`src/rtl/uart_pkg.sv`:
```
// Shared definitions for the 8N1 UART link (receiver and transmitter).
package uart_pkg;

    typedef enum logic [1:0] {
        IDLE  = 2'd0,
        START = 2'd1,
        DATA  = 2'd2,
        STOP  = 2'd3
    } uart_state_e;

    localparam int OS_RATE   = 16;
    localparam int DATA_BITS = 8;

    // s_cnt values at which the line is sampled: mid start bit, then mid data/stop bit
    localparam logic [3:0] MID_START = 4'd7;
    localparam logic [3:0] MID_BIT   = 4'd15;

endpackage

```
`src/rtl/uart_os_tick.sv`:
```
// Free-running oversample tick generator: one-cycle pulse every os_div clocks.
module uart_os_tick #(
    parameter int clk_freq  = 1000000,
    parameter int baud_rate = 9600,
    parameter int OS_RATE   = 16
) (
    input  logic clk,
    input  logic reset,
    output logic os_tick
);

    localparam int OS_DIV = clk_freq / (baud_rate * OS_RATE);
    localparam int CW     = (OS_DIV > 1) ? $clog2(OS_DIV) : 1;

    generate
        if (OS_DIV < 1) begin : g_bad_div
            $error("uart_os_tick: clk_freq too low for baud_rate * OS_RATE");
        end
    endgenerate

    localparam logic [CW-1:0] LAST = CW'(OS_DIV - 1);

    logic [CW-1:0] cnt_q, cnt_d;

    // Tick on the terminal count, wrapping the counter back to zero
    always_comb begin
        os_tick = (cnt_q == LAST);
        cnt_d   = os_tick ? '0 : cnt_q + 1'b1;
    end

    // Divider counter register
    always_ff @(posedge clk or negedge reset) begin
        if (!reset) cnt_q <= '0;
        else        cnt_q <= cnt_d;
    end

endmodule

```
`src/rtl/uart_rx.sv`:
```
// 8N1 UART receiver: 16x oversampling, mid-bit sampling, stop-bit check.
module uart_rx
    import uart_pkg::*;
#(
    parameter int clk_freq  = 1000000,
    parameter int baud_rate = 9600
) (
    input  logic       clk,
    input  logic       reset,
    input  logic       rx_line,
    output logic [7:0] data_out,
    output logic       data_valid,
    output logic       framing_err,
    output logic       busy
);

    logic os_tick;

    uart_os_tick #(
        .clk_freq (clk_freq),
        .baud_rate(baud_rate),
        .OS_RATE  (OS_RATE)
    ) u_os_tick (
        .clk    (clk),
        .reset  (reset),
        .os_tick(os_tick)
    );

    logic rx_s1_q, rx_s2_q, rx_s3_q;
    logic fall;

    // Two-stage synchronizer plus history stage for edge detection; idle-high reset
    always_ff @(posedge clk or negedge reset) begin
        if (!reset) begin
            rx_s1_q <= 1'b1;
            rx_s2_q <= 1'b1;
            rx_s3_q <= 1'b1;
        end else begin
            rx_s1_q <= rx_line;
            rx_s2_q <= rx_s1_q;
            rx_s3_q <= rx_s2_q;
        end
    end

    assign fall = rx_s3_q & ~rx_s2_q;

    uart_state_e          state_q, state_d;
    logic [3:0]           s_cnt_q, s_cnt_d;
    logic [2:0]           b_cnt_q, b_cnt_d;
    logic [DATA_BITS-1:0] shreg_q, shreg_d;
    logic [7:0]           data_out_q, data_out_d;
    logic                 data_valid_q, data_valid_d;
    logic                 framing_err_q, framing_err_d;
    logic                 busy_q, busy_d;

    // Frame FSM next-state: counters, shift register and registered outputs
    always_comb begin
        state_d       = state_q;
        s_cnt_d       = s_cnt_q;
        b_cnt_d       = b_cnt_q;
        shreg_d       = shreg_q;
        data_out_d    = data_out_q;
        data_valid_d  = 1'b0;
        framing_err_d = 1'b0;
        busy_d        = busy_q;
        case (state_q)
            IDLE: begin
                busy_d = 1'b0;
                if (fall) begin
                    s_cnt_d = '0;
                    busy_d  = 1'b1;
                    state_d = START;
                end
            end
            START: begin
                if (os_tick) begin
                    s_cnt_d = s_cnt_q + 4'd1;
                    if (s_cnt_q == MID_START) begin
                        if (!rx_s2_q) begin
                            s_cnt_d = '0;
                            b_cnt_d = '0;
                            state_d = DATA;
                        end else begin
                            // Line back high at mid start bit: treat as glitch
                            state_d = IDLE;
                            busy_d  = 1'b0;
                        end
                    end
                end
            end
            DATA: begin
                if (os_tick) begin
                    s_cnt_d = s_cnt_q + 4'd1;
                    if (s_cnt_q == MID_BIT) begin
                        shreg_d = {rx_s2_q, shreg_q[DATA_BITS-1:1]};
                        if (b_cnt_q == 3'(DATA_BITS - 1)) state_d = STOP;
                        else                              b_cnt_d = b_cnt_q + 3'd1;
                    end
                end
            end
            STOP: begin
                if (os_tick) begin
                    s_cnt_d = s_cnt_q + 4'd1;
                    if (s_cnt_q == MID_BIT) begin
                        if (rx_s2_q) begin
                            data_out_d   = shreg_q;
                            data_valid_d = 1'b1;
                        end else begin
                            framing_err_d = 1'b1;
                        end
                        // Leave at mid-stop so an immediately following start edge is caught
                        state_d = IDLE;
                        busy_d  = 1'b0;
                    end
                end
            end
            default: state_d = IDLE;
        endcase
    end

    // Frame FSM state and output registers
    always_ff @(posedge clk or negedge reset) begin
        if (!reset) begin
            state_q       <= IDLE;
            s_cnt_q       <= '0;
            b_cnt_q       <= '0;
            shreg_q       <= '0;
            data_out_q    <= 8'h00;
            data_valid_q  <= 1'b0;
            framing_err_q <= 1'b0;
            busy_q        <= 1'b0;
        end else begin
            state_q       <= state_d;
            s_cnt_q       <= s_cnt_d;
            b_cnt_q       <= b_cnt_d;
            shreg_q       <= shreg_d;
            data_out_q    <= data_out_d;
            data_valid_q  <= data_valid_d;
            framing_err_q <= framing_err_d;
            busy_q        <= busy_d;
        end
    end

    assign data_out    = data_out_q;
    assign data_valid  = data_valid_q;
    assign framing_err = framing_err_q;
    assign busy        = busy_q;

endmodule

```
`config.mk`:
```
export PLATFORM = sky130hd
export DESIGN_NAME = uart_rx
export DESIGN_NICKNAME = d
export VERILOG_FILES = /design/src/rtl/uart_pkg.sv /design/src/rtl/uart_os_tick.sv /design/src/rtl/uart_rx.sv
export SDC_FILE = /design/constraint.sdc
export NUM_CORES = 1
export LEC_CHECK = 0
export CORE_ASPECT_RATIO = 0.8
export CORE_MARGIN = 5
export CORE_UTILIZATION = 50
export DETAILED_ROUTE_END_ITERATION = 10
export PLACE_DENSITY = 0.79
export SLEW_MARGIN = 20
export SYNTH_ARGS = -nofsm -noshare
export SYNTH_HDL_FRONTEND = slang
export SYNTH_SLANG_ARGS = --single-unit
```
`constraint.sdc`:
```
create_clock -name clk -period 2.36 [get_ports clk]
set_clock_uncertainty 0.1 [all_clocks]
set_input_delay 0.236 -clock clk [delete_from_list [all_inputs] [get_ports clk]]
set_output_delay 0.236 -clock clk [all_outputs]
set_load 0.02 [all_outputs]
```
==> results.txt <==
The area share of the leading cell type in the synthesized netlist is around half. The number of cells on the worst reg-to-reg path came out at 4. The count of placed standard cells in the final layout, fillers left out came out at 170. The maximum number of pins on one net before global-route repair came out at 35. The area of the mapped netlist is between 1500 and 2000 sq um. The number of gates resized after CTS came out at 0. The starting density of the core came out at 50.5%. The actual transition at the worst max-transition pin came out at between 600 and 700 ps. The global routing usage summed across all routing layers came out at 14.1%. The number of max-slew violations in the final report came out at 0.

The initial antenna violation count is 0. The fraction of the yosys area taken by sequential cells is a little under three fifths. The number of nets in the synthesized netlist came out at approximately 120. The power density over the cells is ~780 nW/um^2.

TritonCTS built the clock tree. The worst setup slack after layout is roughly 440 ps. The detailed-route wire length per cell came out at roughly 15 um. The shortest clock period the worst path allows after layout came out at 1920 ps. Cells fill between 50 and 60% of the core in the end. The total congestion overflow is 0. The number of synthesis warnings came out at 0. The number of register bits inferred by synthesis is 34.

The worst IR drop on VDD is around 0.38 mV. Setup repair after global routing left no endpoint under its margin. The number of buffers between clock root and the deepest sink is 2. The number of vias after detailed routing is between 900 and 1,000. The average size of a mapped cell is between 10 and 15 sq um. Buffers inserted during clock tree synthesis total 5. The total inserted antenna cells came out at 0. The number of maximum-capacitance violations is 0.

In the final design database the tool counted approximately 140 nets. The highest clock frequency the design can meet came out at slightly above 500 MHz. The worst hold-check slack is 247 ps. Summed over all instances, the cell type with the most area after synthesis is sky130_fd_sc_hd__dfrtp_1. The total detailed-routing wirelength came out at between 2000 and 3000 um.

The number of filler instances in the final layout is ~240. STA puts the critical path data required time at roughly 2500 ps. The buffers inserted during post-CTS setup optimization came out at 0.

The critical path launch point type is a flip-flop. The core region is about 3000 sq um. The total instance count after detailed placement came out at ~160.

Clock-pin slew was measured on the worst setup and hold paths at roughly 70 ps. Row generation in the floorplan step produced 18 rows. The signed area change from the synthesized netlist to the final layout came out at 18.0%.

The capturing element type of the critical path is a flip-flop. The number of enable-type register cells in the synthesized netlist is 0. The overall power is 1.41 mW.

The critical path is of the reg2reg type. The maximum fanout along the worst path came out at 17. The TritonCTS sink count came out at 34. The detailed router's first-iteration violation count is approximately 80. The instance count of the mapped netlist is 113.

For flop-to-flop paths, the worst setup slack is about 440 ps. The worst slack at placement is about 440 ps. The H-tree was split into 2 levels.

In this design, the stage delay of the slowest critical-path cell is 670 ps. The via count of the first global-routing pass is roughly 930. Summed over all nets, the half-perimeter wirelength after detailed placement is between 1500 and 2000 um.

The tree is rooted in a sky130_fd_sc_hd__clkbuf_8. The ratio of final minimum period to clock period came out at between 80% and 90%. The critical path depth is 4. In this run the worst hold path is classified as in2async. The cell family contributing the most delay on the critical path is simple AND/OR/NAND/NOR gates. The number of failing hold endpoints at the final stage is 0. The proportion of layout cells with a drive suffix above 1 came out at a little under a third. The weighted congestion at the end of routability-driven global placement is around 0.74.

The data arrival at the endpoint of the critical path is around 2000 ps. Setup violations remaining at the end of the flow were counted as 0. After detailed routing, the number of remaining DRC violations is 0. The main flop type after synthesis is sky130_fd_sc_hd__dfrtp_1. The die covers 4260 sq um. The number of distinct standard cells referenced by the synthesized netlist is 36.

In the post-synthesis netlist, the biggest area contributors are sky130_fd_sc_hd__dfrtp_1 51%, sky130_fd_sc_hd__mux2_2 14%, sky130_fd_sc_hd__dfstp_2 5.2%, sky130_fd_sc_hd__ha_1 2.5%, sky130_fd_sc_hd__nor3b_1 2.0%. The first global-routing pass estimated roughly 4500 um of wire. The later-pin clock latency in the skew report is approximately 290 ps. Dividing the detail-routed via count by the number of cells gives around 5.5. The placed instances occupy a cell area of about 1700 sq um. Among all stages on the critical path, the largest delay is contributed by sky130_fd_sc_hd__or4b_4. The run finished with clean final reports. The share of synthesized flip-flops with an asynchronous set or reset came out at 100%. The finished layout cell area came out at approximately 1800 sq um. The count of buffers inserted at the top-level ports is 13. The summed negative setup slack over all endpoints came out at 0 ps.

The floorplan step set the die height to about 59 um. The count of buffer and inverter cells on the critical path came out at 0. The worst slew margin relative to its limit came out at about 59%.

During I/O placement, the number of pins put on the boundary was 14. The width of the die came out at a little over 70 um. The antenna violation net count after detailed routing came out at 0. The number of hold buffers added after CTS is 0. The signal on the critical path passes through or4b_4 > o41ai_4 > o21ai_4 > o31ai_2. The first detailed-routing pass ran for 4 iterations. The leakage component of the power came out at just over 0.8 nW.
[cell usage after synthesis, drive strengths merged (3+ instances only)]
cell type,instances
dfstp,3
o21ai,3
and3b,3
inv,5
dfrtp,31
mux2,19
nor3b,4
nor2,3
nand3b,3
ha,3
nand2,5
clkbuf,3
nand3,3
[worst paths after layout]
check	startpoint	to
setup / recovery	flip-flop	s_cnt_q[3]
setup reg to reg	flip-flop	s_cnt_q[3]
max in group asynchronous	reset	rx_s3_q
min in group clk	rx_line	rx_s1_q
hold reg to reg	rx_s1_q	rx_s2_q
hold / removal	reset	b_cnt_q[2]
[kinds of logic (layout without fill, tap and decap cells)]
family | count (synthesis) | count (layout) | synth area share [%]
muxes | 21 | 21 | 15.3
buffers and inverters | 10 | 27 | 3.03
DFF | 34 | 34 | 56.0
adders and majority gates | 3 | 3 | 2.46
AOI/OAI and AO/OA | 16 | 16 | 9.85
and+or+nand+nor | 29 | 29 | 13.3
[placed cells by master, fill, tap and decap left out, drive strengths merged, types with 2 or more instances in the layout]
cell and n:
nor3b 4, dfrtp 31, and3b 3, clkdlybuf4s50 13
nand3b 3, mux2 19, nand3 3, clkbuf 5
mux2i 2, o21ai 3, ha 3, a21oi 2
nand2b 2, nand2 5, nand4 2, o21a 2
clkinvlp 2, dfstp 3, nor3 2, inv 5
nor2 3
[report_power, final]
group | switching [mW] | leakage [nW] | internal (mW)
combinational | 0.0732 | 0.336 | 0.0744
sequential | 0.0981 | 0.442 | 0.630
clock | 0.217 | 0.0504 | 0.314
total | 0.389 | 0.829 | 1.02
[worst register-to-register path, stage by stage (launching register included)]
cell and delay (ps):
sky130_fd_sc_hd__dfrtp_1 610, sky130_fd_sc_hd__or4b_4 680, sky130_fd_sc_hd__o41ai_4 120, sky130_fd_sc_hd__o21ai_4 120, sky130_fd_sc_hd__o31ai_2 220
[routing by layer]
metal,track usage (%),up-vias,wire length (um)
met5,0,-,0
met4,5.63,0,34
met3,4.58,6,131
met2,21.7,21,1200
met1,18.5,464,1180
li1,-,442,-
[flip-flops by register name, summed over array words and instances, names as in the netlist, 3 cells and up, named ones only]
name and count:
data_out 8, shreg_q 8, s_cnt_q 4, b_cnt_q 3
u_os_tick.cnt_q 3
[layout make-up]
cell class	instances	area [sq um]	area share, %
clock buffers	5	68.8	3.82
inverters	5	18.8	1.04
well taps	40	50.0	2.78
clock inverters	3	45.0	2.50
flip-flops and latches	34	855	47.5
repair buffers	14	138	7.65
multi-input cells	69	624	34.7
No activity file was read; power rests on OpenSTA's default activity.
